<file path="config.mk">
export PLATFORM = sky130hd
export DESIGN_NAME = regs_stream_ctrl
export DESIGN_NICKNAME = d
export VERILOG_FILES = /design/src/rtl/regs_stream_ctrl.sv
export SDC_FILE = /design/constraint.sdc
export NUM_CORES = 1
export LEC_CHECK = 0
export BUFFER_PORTS_ARGS = -buffer_cell sky130_fd_sc_hd__buf_2
export CORE_ASPECT_RATIO = 0.8
export CORE_MARGIN = 2
export CORE_UTILIZATION = 49
export DETAILED_ROUTE_END_ITERATION = 12
export GPL_TIMING_DRIVEN = 1
export HOLD_SLACK_MARGIN = 0.06
export PLACE_DENSITY = 0.85
export REMOVE_ABC_BUFFERS = 1
export SYNTH_ARGS = -nofsm -noshare
export SYNTH_HDL_FRONTEND = slang
export SYNTH_SLANG_ARGS = --single-unit
</file>
<file path="constraint.sdc">
create_clock -name clk -period 3.4 [get_ports clk]
set_input_delay 0.68 -clock clk [delete_from_list [all_inputs] [get_ports clk]]
set_output_delay 0.68 -clock clk [all_outputs]
set_load 0.1 [all_outputs]
</file>
<file path="src/rtl/regs_stream_ctrl.sv">
// Register-file stream initiator: LOAD writes a block of registers from a byte stream,
// DUMP streams a block out. It also owns write-port hold, because the file writes every clock.
module regs_stream_ctrl #(
    parameter int n = 8
) (
    input  logic         clk,
    input  logic         reset,
    input  logic         cmd_valid,
    output logic         cmd_ready,
    input  logic [1:0]   cmd_op,
    input  logic [3:0]   cmd_base,
    input  logic [4:0]   cmd_count,
    input  logic         in_valid,
    output logic         in_ready,
    input  logic [n-1:0] in_data,
    output logic         out_valid,
    input  logic         out_ready,
    output logic [n-1:0] out_data,
    output logic         out_last,
    output logic [3:0]   rf_waddr,
    output logic [n-1:0] rf_wdata,
    input  logic [n-1:0] rf_rdata1,
    output logic [3:0]   rf_raddr2,
    input  logic [n-1:0] rf_rdata2,
    output logic         done,
    output logic         err,
    output logic [1:0]   dbg_state
);

    // Streams use valid/ready: a beat transfers on a rising edge where both are high;
    // the source keeps its data stable while valid is high and ready is low.
    typedef enum logic [1:0] {
        ST_IDLE = 2'd0,
        ST_LOAD = 2'd1,
        ST_DUMP = 2'd2
    } state_t;

    localparam logic [1:0] OP_LOAD = 2'b01;
    localparam logic [1:0] OP_DUMP = 2'b10;

    state_t       state_q, state_d;
    logic [3:0]   ptr_q, ptr_d;
    logic [4:0]   remaining_q, remaining_d;
    logic         out_valid_q, out_valid_d;
    logic         out_last_q, out_last_d;
    logic [n-1:0] out_data_q, out_data_d;
    logic         done_q, done_d;
    logic         err_q, err_d;
    logic         cmd_legal;

    assign cmd_legal = ((cmd_op == OP_LOAD) || (cmd_op == OP_DUMP)) &&
                       (cmd_count != 5'd0) && (cmd_count <= 5'd16);

    always_comb begin
        state_d     = state_q;
        ptr_d       = ptr_q;
        remaining_d = remaining_q;
        out_valid_d = out_valid_q;
        out_last_d  = out_last_q;
        out_data_d  = out_data_q;
        done_d      = 1'b0;
        err_d       = 1'b0;
        cmd_ready   = 1'b0;
        in_ready    = 1'b0;
        case (state_q)
            ST_IDLE: begin
                cmd_ready = 1'b1;
                if (cmd_valid) begin
                    if (cmd_legal) begin
                        state_d     = (cmd_op == OP_LOAD) ? ST_LOAD : ST_DUMP;
                        ptr_d       = cmd_base;
                        remaining_d = cmd_count;
                    end else begin
                        err_d = 1'b1;
                    end
                end
            end
            ST_LOAD: begin
                in_ready = 1'b1;
                if (in_valid) begin
                    ptr_d       = ptr_q + 4'd1;
                    remaining_d = remaining_q - 5'd1;
                    if (remaining_q == 5'd1) begin
                        state_d = ST_IDLE;
                        done_d  = 1'b1;
                    end
                end
            end
            ST_DUMP: begin
                // The last beat's handshake ends the command; otherwise refill the output
                // register whenever it is empty or being drained this cycle.
                if (out_valid_q && out_ready && out_last_q) begin
                    state_d     = ST_IDLE;
                    done_d      = 1'b1;
                    out_valid_d = 1'b0;
                    out_last_d  = 1'b0;
                end else if ((!out_valid_q || out_ready) && (remaining_q != 5'd0)) begin
                    out_data_d  = rf_rdata2;
                    out_valid_d = 1'b1;
                    out_last_d  = (remaining_q == 5'd1);
                    ptr_d       = ptr_q + 4'd1;
                    remaining_d = remaining_q - 5'd1;
                end else if (out_valid_q && out_ready) begin
                    out_valid_d = 1'b0;
                end
            end
            default: begin
                state_d = ST_IDLE;
            end
        endcase
    end

    always_ff @(posedge clk or posedge reset) begin
        if (reset) begin
            state_q     <= ST_IDLE;
            ptr_q       <= 4'd0;
            remaining_q <= 5'd0;
            out_valid_q <= 1'b0;
            out_last_q  <= 1'b0;
            out_data_q  <= '0;
            done_q      <= 1'b0;
            err_q       <= 1'b0;
        end else begin
            state_q     <= state_d;
            ptr_q       <= ptr_d;
            remaining_q <= remaining_d;
            out_valid_q <= out_valid_d;
            out_last_q  <= out_last_d;
            out_data_q  <= out_data_d;
            done_q      <= done_d;
            err_q       <= err_d;
        end
    end

    // Write port rewrites the addressed register with its own value except on a load beat.
    assign rf_waddr  = ptr_q;
    assign rf_wdata  = ((state_q == ST_LOAD) && in_valid) ? in_data : rf_rdata1;
    assign rf_raddr2 = ptr_q;

    assign out_valid = out_valid_q;
    assign out_last  = out_last_q;
    assign out_data  = out_data_q;
    assign done      = done_q;
    assign err       = err_q;
    assign dbg_state = state_q;

endmodule

</file>
Yosys cells after proc, flatten, opt, wreduce, memory -nomap -nowiden
Index checks and enable logic that the tools add are counted.
{"block": "word_totals", "ff_bits": 23, "output_inout_bits": 32, "word_cells": 78, "in_bits": 40}
{"block": "classes", "bitwise_logic": 1, "n_mux": 34, "add_sub_neg": 2, "n_reduce_logical": 20, "order_cmp": 1, "eq_ne": 12}
{"operator": "5-bit two-way mux", "count": 5}
{"operator": "4-bit two-way mux", "count": 5}
{"operator": "5-bit case mux with 3 select lines", "count": 1}
{"operator": "2-bit inequality test (second input constant)", "count": 7}
{"operator": "1-bit two-way mux", "count": 13}
{"operator": "2-bit two-way mux", "count": 6}
{"operator": "4-bit case mux with 3 select lines", "count": 1}
{"operator": "5-bit nonzero test", "count": 2}
{"operator": "8-bit two-way mux", "count": 1}
{"operator": "1-bit logical AND", "count": 6}
{"operator": "2-bit case mux with 3 select lines", "count": 1}
{"operator": "6-bit AND reduction", "count": 1}
{"operator": "3-bit nonzero test", "count": 2}
{"operator": "5-bit by 1-bit == test with 1-bit output (second input constant)", "count": 1}
{"operator": "5-bit less-or-equal comparator (second input constant)", "count": 1}
{"operator": "5-bit AND reduction", "count": 1}
{"operator": "5-bit by 1-bit subtractor with 5-bit output (second input constant)", "count": 1}
{"operator": "4-bit by 1-bit adder with 4-bit output (second input constant)", "count": 1}
{"operator": "2-bit by 1-bit == test with 1-bit output (second input constant)", "count": 2}
{"operator": "2-bit == test (second input constant)", "count": 2}
{"operator": "2-bit AND reduction", "count": 2}
{"operator": "3-bit AND reduction", "count": 1}
{"operator": "2-bit logical NOT", "count": 1}
{"operator": "1-bit logical OR", "count": 2}
{"operator": "4 further kinds", "count": 4}

Depth between registers and ports, before layout
Gate-level depths: netlist of run 1.
{"block": "depth", "depth_word": 7, "ltp_mapped": 8, "mapped_depth_nobuf": 7}

Least setup slack after synthesis of run 1
No wires, ideal clock.
{"block": "synth_path", "kind": "reg2out", "start": "register state_q[0], in the netlist dbg_state[0]", "end": "output port rf_wdata[0]", "t_required_ps": 2720, "arrival_ps": 3004, "stages_incl_launch_ff": 4, "path_buffers": 0, "path_slack_ps": -284, "cell_sequence": "dfrtp_1 > ha_1 > nand2_1 > mux2_2"}
{"block": "synth_via", "elab_chain_len": 3}
{"item": "start, declared", "line_no": "41", "text": "state_t state_q, state_d;"}
{"item": "start signal, assigned", "line_no": "124", "text": "state_q <= state_d;"}
{"item": "2-bit by 1-bit == test with 1-bit output", "line_no": "137", "text": "assign rf_wdata = ((state_q == ST_LOAD) && in_valid) ? in_data : rf_rdata1;"}
{"item": "1-bit logical AND", "line_no": "137"}
{"item": "8-bit two-way mux", "line_no": "137"}
{"item": "end, declared", "line_no": "21", "text": "output logic [n-1:0] rf_wdata,"}
Every way passes these cells.

Worst setup path after layout of run 1
{"block": "layout_path", "start": "register state_q[1], in the netlist dbg_state[1]", "end": "output port rf_wdata[0]"}
Same word-level chain as after synthesis.

==> results.json, run 1 <==
{
  "core_sq_um": 2790,
  "cp_data_required_time_ns": 2.72,
  "nFillCells": 244,
  "clk_latency_ns": 0.26,
  "top_usage_layer": "met2",
  "cts-buffers-inserted": 3,
  "max-clock-path-buffers": 2,
  "crit_arrival_ns": 1.97,
  "syn_avg_cell_area_sq_um": 10.4,
  "finalCritPeriodShare_pct": 78.0,
  "cp_slowest_cell": "dfrtp_1",
  "start_kind": "flip-flop",
  "seqCellArea_sq_um": 576,
  "rr_startpoint": "remaining_q[0]",
  "die_w_um": 64.8,
  "drive_gt1_share_pct": 43.0,
  "fin_skew_ns": 0.00512,
  "yosys-top-cells-count": "23 x dfrtp_1, 11 x inv_1, 10 x nand2_1",
  "drt_iter0_drc": 37,
  "drv_cap": 0,
  "r2r_cells": 6,
  "synthFlopType": "dfrtp_1",
  "timing.fmax_mhz": 377,
  "hold_depth": 1,
  "reg2reg_slack_ns": 1.34,
  "overflow": 0,
  "seq_area_frac_synth_pct": 39.8,
  "synth-edff-count": 0,
  "async_reset_ff_share_pct": 100,
  "dp_cells": 241,
  "critPathKind": "flip-flop to output pin",
  "setup_ws_ns": 0.746,
  "synth_top_area_share_pct": 39.8,
  "critPathMaxStageDelay_ns": 0.42,
  "rsz0062_at_grt": "false",
  "synth_area_leaders": "dfrtp_1 40%, ha_1 6.9%, mux2_1 6.2%",
  "grt_max_degree": 24,
  "place_ws_ns": 0.996,
  "multi_input_area_sq_um": 774,
  "worstSetupEndpointType": "output pin",
  "cts_root_buffer": "clkbuf_8",
  "grt_usage_pct": 19.0,
  "grt_first_pass_wirelength_mm": 5.00,
  "port_buffers": 71,
  "clkSinkCount": 23,
  "yosysMostFrequentCell": "dfrtp_1",
  "initial_core_util_pct": 52.0,
  "finalSetupViolCount": 0,
  "row_count": 17,
  "hold_violations": 0,
  "dieArea_sq_um": 3410,
  "first_global_vias": 1137,
  "timing.slew.headroom_pct": 44.6,
  "instances_no_fill": 245,
  "finalNetCount": 256,
  "status": "completed",
  "ys_ff_latch": 23,
  "antenna_cells": 0,
  "cts_tree": "built",
  "antenna_found_initial": 0,
  "post-route-drc-count": 0,
  "antenna_left": 0,
  "ys_types": 33,
  "met3_usage_pct": 5.16,
  "crit_chain": "inv_1, ha_1, nand2_1, mux2_2, buf_2",
  "io_pins": 72,
  "vias": 1269,
  "synth_warnings": 0,
  "first_pass_iters": 4,
  "place.gp.congestion": 0.748,
  "dp.final_hpwl_mm": 2.56,
  "worstHoldPathType": "flip-flop to flip-flop",
  "cts_hold_buf": 0,
  "wl_per_cell_um": 12.7,
  "routed_wl_mm": 3.12,
  "syn_to_final_growth_pct": 27.7,
  "period_minus_slack_ns": 2.65,
  "postCtsSetupBuffers": 0,
  "post_cts_resized": 0,
  "clk_pin_slew_worst_paths_ns": 0.08,
  "tightest_slew_ns": 0.830,
  "netlist_area_sq_um": 1450,
  "slew_viol_final": 0,
  "syn_inst": 139,
  "fin_setup_tns_ns": 0,
  "grt_util_met2_pct": 31.4,
  "cts.htree.levels": 1,
  "hold_end": "out_data[6]",
  "hp-start": "out_data[6]",
  "path_max_fanout": 9,
  "grtUsageMet1_pct": 25.9,
  "synth_top_cell_by_area": "dfrtp_1",
  "reg2reg_to": "out_data[3]",
  "via_per_inst": 5.18,
  "die_height_um": 52.6
}
## worst max-delay path, delay by kind of cell, from the launching register on
family / cells / cell delay (ns)
fa+ha+maj: 1 / 0.23
buf+inv: 2 / 0.52
flops: 1 / 0.42
mux: 1 / 0.30
simple gates: 1 / 0.23
## through the flow
stage / instance area (sq um) / hold slack (ns) / util (%)
6_report: 1850 / 0.493 / 66.3
3_5_place_dp: 1800 / 0.481 / 64.7
3_3_place_gp: 1800 / 0.469 / 64.7
5_1_grt: 1850 / 0.511 / 66.3
2_1_floorplan: 1390 / 0.523 / -
4_1_cts: 1850 / 0.499 / 66.3
## layer usage
metal  up-vias  routed length [um]
met5         -                   0
met4         0                  12
met3         2                 227
met2        43                1420
met1       591                1460
li1        633                   -
## placed cells by master, fill, tap and decap left out, types with 2 or more instances in the layout
cell type	count
inv_1	11
mux2i_1	8
and2_1	2
nand4_1	2
ha_1	8
and3_1	2
nor3b_1	2
o22ai_1	3
o21ai_1	3
nor2_1	4
nand2_1	10
dfrtp_1	23
mux2_1	8
clkbuf_8	3
a21oi_1	5
mux2_2	8
nand4b_1	2
nand3_1	7
nand2b_1	4
nand3b_1	8
buf_2	71
## cells by family (layout without fill, tap and decap cells)
family	Yosys count	after routing	synth area share, %
muxes	24	24	18.0
DFF	23	23	39.8
buffers and inverters	19	87	6.74
adders and majority gates	8	8	6.91
and+or+nand+nor	48	48	20.7
AOI/OAI and AO/OA	17	17	7.95
## final cells by class
type | count | area share, %
multi-input cells | 97 | 41.9
repair buffers | 72 | 19.6
clock buffers | 3 | 2.23
inverters | 11 | 2.23
clock inverters | 1 | 0.271
well taps | 38 | 2.57
flip-flops and latches | 23 | 31.1
## flip-flops by register name (all words and copies together), names as in the netlist
signal	count
done	1
remaining_q	5
out_valid	1
err	1
rf_raddr2	4
out_data	8
out_last	1
dbg_state	2
## how the worst max path moves through the flow
stage	from	end	slack, ns	cells past startpoint
6_report	dbg_state[1]	rf_wdata[0]	0.75	5
5_1_grt	dbg_state[1]	rf_wdata[0]	0.62	5
4_1_cts	dbg_state[1]	rf_wdata[0]	0.75	5
3_5_place_dp	in_valid	rf_wdata[0]	1.0	4
3_3_place_gp	in_valid	rf_wdata[1]	1.02	4
2_1_floorplan	dbg_state[0]	rf_wdata[0]	-0.28	3
Power of run 1 is left out: the tool's default activity adds up to more than one toggle a clock period on the data nets, which glitch-free logic cannot reach.
==> run 2: changes to the inputs <==
--- a/config.mk
+++ b/config.mk
@@ -8,11 +8,11 @@
 export BUFFER_PORTS_ARGS = -buffer_cell sky130_fd_sc_hd__buf_2
 export CORE_ASPECT_RATIO = 0.8
 export CORE_MARGIN = 2
-export CORE_UTILIZATION = 49
+export CORE_UTILIZATION = 41
 export DETAILED_ROUTE_END_ITERATION = 12
 export GPL_TIMING_DRIVEN = 1
 export HOLD_SLACK_MARGIN = 0.06
-export PLACE_DENSITY = 0.85
+export PLACE_DENSITY = 0.76
 export REMOVE_ABC_BUFFERS = 1
 export SYNTH_ARGS = -nofsm -noshare
 export SYNTH_HDL_FRONTEND = slang
==> constraint.sdc (replaced) <==
create_clock -name clk -period 2.28 [get_ports clk]
set_input_delay 0.456 -clock clk [delete_from_list [all_inputs] [get_ports clk]]
set_output_delay 0.456 -clock clk [all_outputs]
set_load 0.1 [all_outputs]
==> run 2 against run 1 <==
  * Utilization is 7.6 points lower
  * Final area is 8.0% higher
  * Non-clock buffer count is 1 higher
  * Setup slack worse by 0.64 ns
  * Critical path depth stayed put
  * Clock-buffer cell count stayed put
  * Worst hold slack worse by 0.27 ns
  * Clock skew is 0.0023 ns lower
  * Final cell count is 2.0% higher
  * Critical endpoint is now rf_wdata[2]
==> results.json, run 2 (synthesis gave the netlist of run 1 again) <==
{
  "status": "completed",
  "first_pass_iters": 4,
  "cts_tree": "built",
  "routed_wl_mm": 3.10,
  "tightest_slew_ns": 0.604,
  "io_pins": 72,
  "reg2reg_to": "out_data[3]",
  "initial_core_util_pct": 42.6,
  "period_minus_slack_ns": 2.18,
  "timing.fmax_mhz": 459,
  "grt_usage_pct": 16.0,
  "cts_root_buffer": "clkbuf_8",
  "hold_violations": 0,
  "cp_data_required_time_ns": 1.82,
  "wl_per_cell_um": 12.4,
  "dp_cells": 246,
  "instances_no_fill": 250,
  "syn_to_final_growth_pct": 37.9,
  "rr_startpoint": "remaining_q[1]",
  "largest_reg_flops": 8,
  "final_common_cell": "buf_2",
  "antenna_left": 0,
  "timing.slew.headroom_pct": 59.8,
  "cts.htree.levels": 1,
  "grt_max_degree": 24,
  "postCtsSetupBuffers": 0,
  "core_sq_um": 3400,
  "drive_gt1_share_pct": 43.8,
  "row_count": 19,
  "finalSetupViolCount": 0,
  "path_max_fanout": 9,
  "dieArea_sq_um": 4030,
  "reg2reg_slack_ns": 0.24,
  "fin_setup_tns_ns": 0,
  "slew_viol_final": 0,
  "critPathKind": "flip-flop to output pin",
  "start_kind": "flip-flop",
  "worstHoldPathType": "input port to async pin",
  "place.gp.congestion": 0.783,
  "cts-buffers-inserted": 3,
  "post_cts_resized": 1,
  "rsz0062_at_grt": "false",
  "antenna_found_initial": 0,
  "via_per_inst": 4.95,
  "first_global_vias": 1126,
  "port_buffers": 71,
  "clk_latency_ns": 0.26,
  "crit_arrival_ns": 1.72,
  "max-clock-path-buffers": 2,
  "post-route-drc-count": 0,
  "r2r_cells": 6,
  "finalCritPeriodShare_pct": 95.5,
  "antenna_cells": 0,
  "cts_hold_buf": 0,
  "worstSetupEndpointType": "output pin",
  "final_cell_mix": "63 x buf_2, 23 x dfrtp_1, 11 x inv_1",
  "drv_cap": 0,
  "vias": 1238,
  "die_height_um": 57.1,
  "clk_pin_slew_worst_paths_ns": 0.08,
  "die_w_um": 70.4,
  "clkSinkCount": 23,
  "fin_skew_ns": 0.00280,
  "finalNetCount": 257,
  "final_util_pct": 58.7,
  "drt_iter0_drc": 30,
  "overflow": 0,
  "dp.final_hpwl_mm": 2.45,
  "grt_first_pass_wirelength_mm": 5.10
}
-- run 2: per-layer routing --
layer | share of wire [%] | GRT usage [%] | vias to the layer above | wire length [um]
li1 | - | - | 632 | -
met1 | 51 | 22.5 | 566 | 1570
met2 | 42 | 23.9 | 36 | 1300
met3 | 6.2 | 4.77 | 4 | 193
met4 | 1.1 | 4.95 | 0 | 35
met5 | 0 | 0 | - | 0
-- run 2: cell type report --
type	count	area, sq um
repair buffers	73	503
clock inverters	1	5.00
fillers	274	1400
inverters	11	41.3
well taps	42	52.6
clock buffers	3	41.3
flip-flops and latches	23	576
multi-input cells	97	777
-- run 2: worst max path at each step --
stage	start	to	slack, ns
2_1_floorplan	dbg_state[0]	rf_wdata[0]	-1.18
3_3_place_gp	dbg_state[0]	remaining_q[3]	0.27
3_5_place_dp	cmd_op[0]	remaining_q[3]	0.24
4_1_cts	dbg_state[1]	rf_wdata[6]	0.08
5_1_grt	dbg_state[1]	rf_wdata[6]	0.01
6_report	dbg_state[1]	rf_wdata[2]	0.10
-- run 2: worst max-delay path, stage by stage (launching register included) --
cell and delay, ns:
dfrtp_1 0.39, inv_1 0.09, ha_1 0.23, nand2_2 0.19, mux2_2 0.39, buf_12 0.17
-- run 2: through the flow --
stage / worst slack [ns] / hold WS (ns) / area [sq um]
5_1_grt: 0.0104 / 0.234 / 2000
3_3_place_gp: 0.266 / 0.468 / 1950
2_1_floorplan: -1.18 / 0.458 / 1390
6_report: 0.102 / 0.220 / 2000
4_1_cts: 0.0787 / 0.224 / 2000
3_5_place_dp: 0.239 / 0.476 / 1950
Power of run 2 is left out for the same reason.
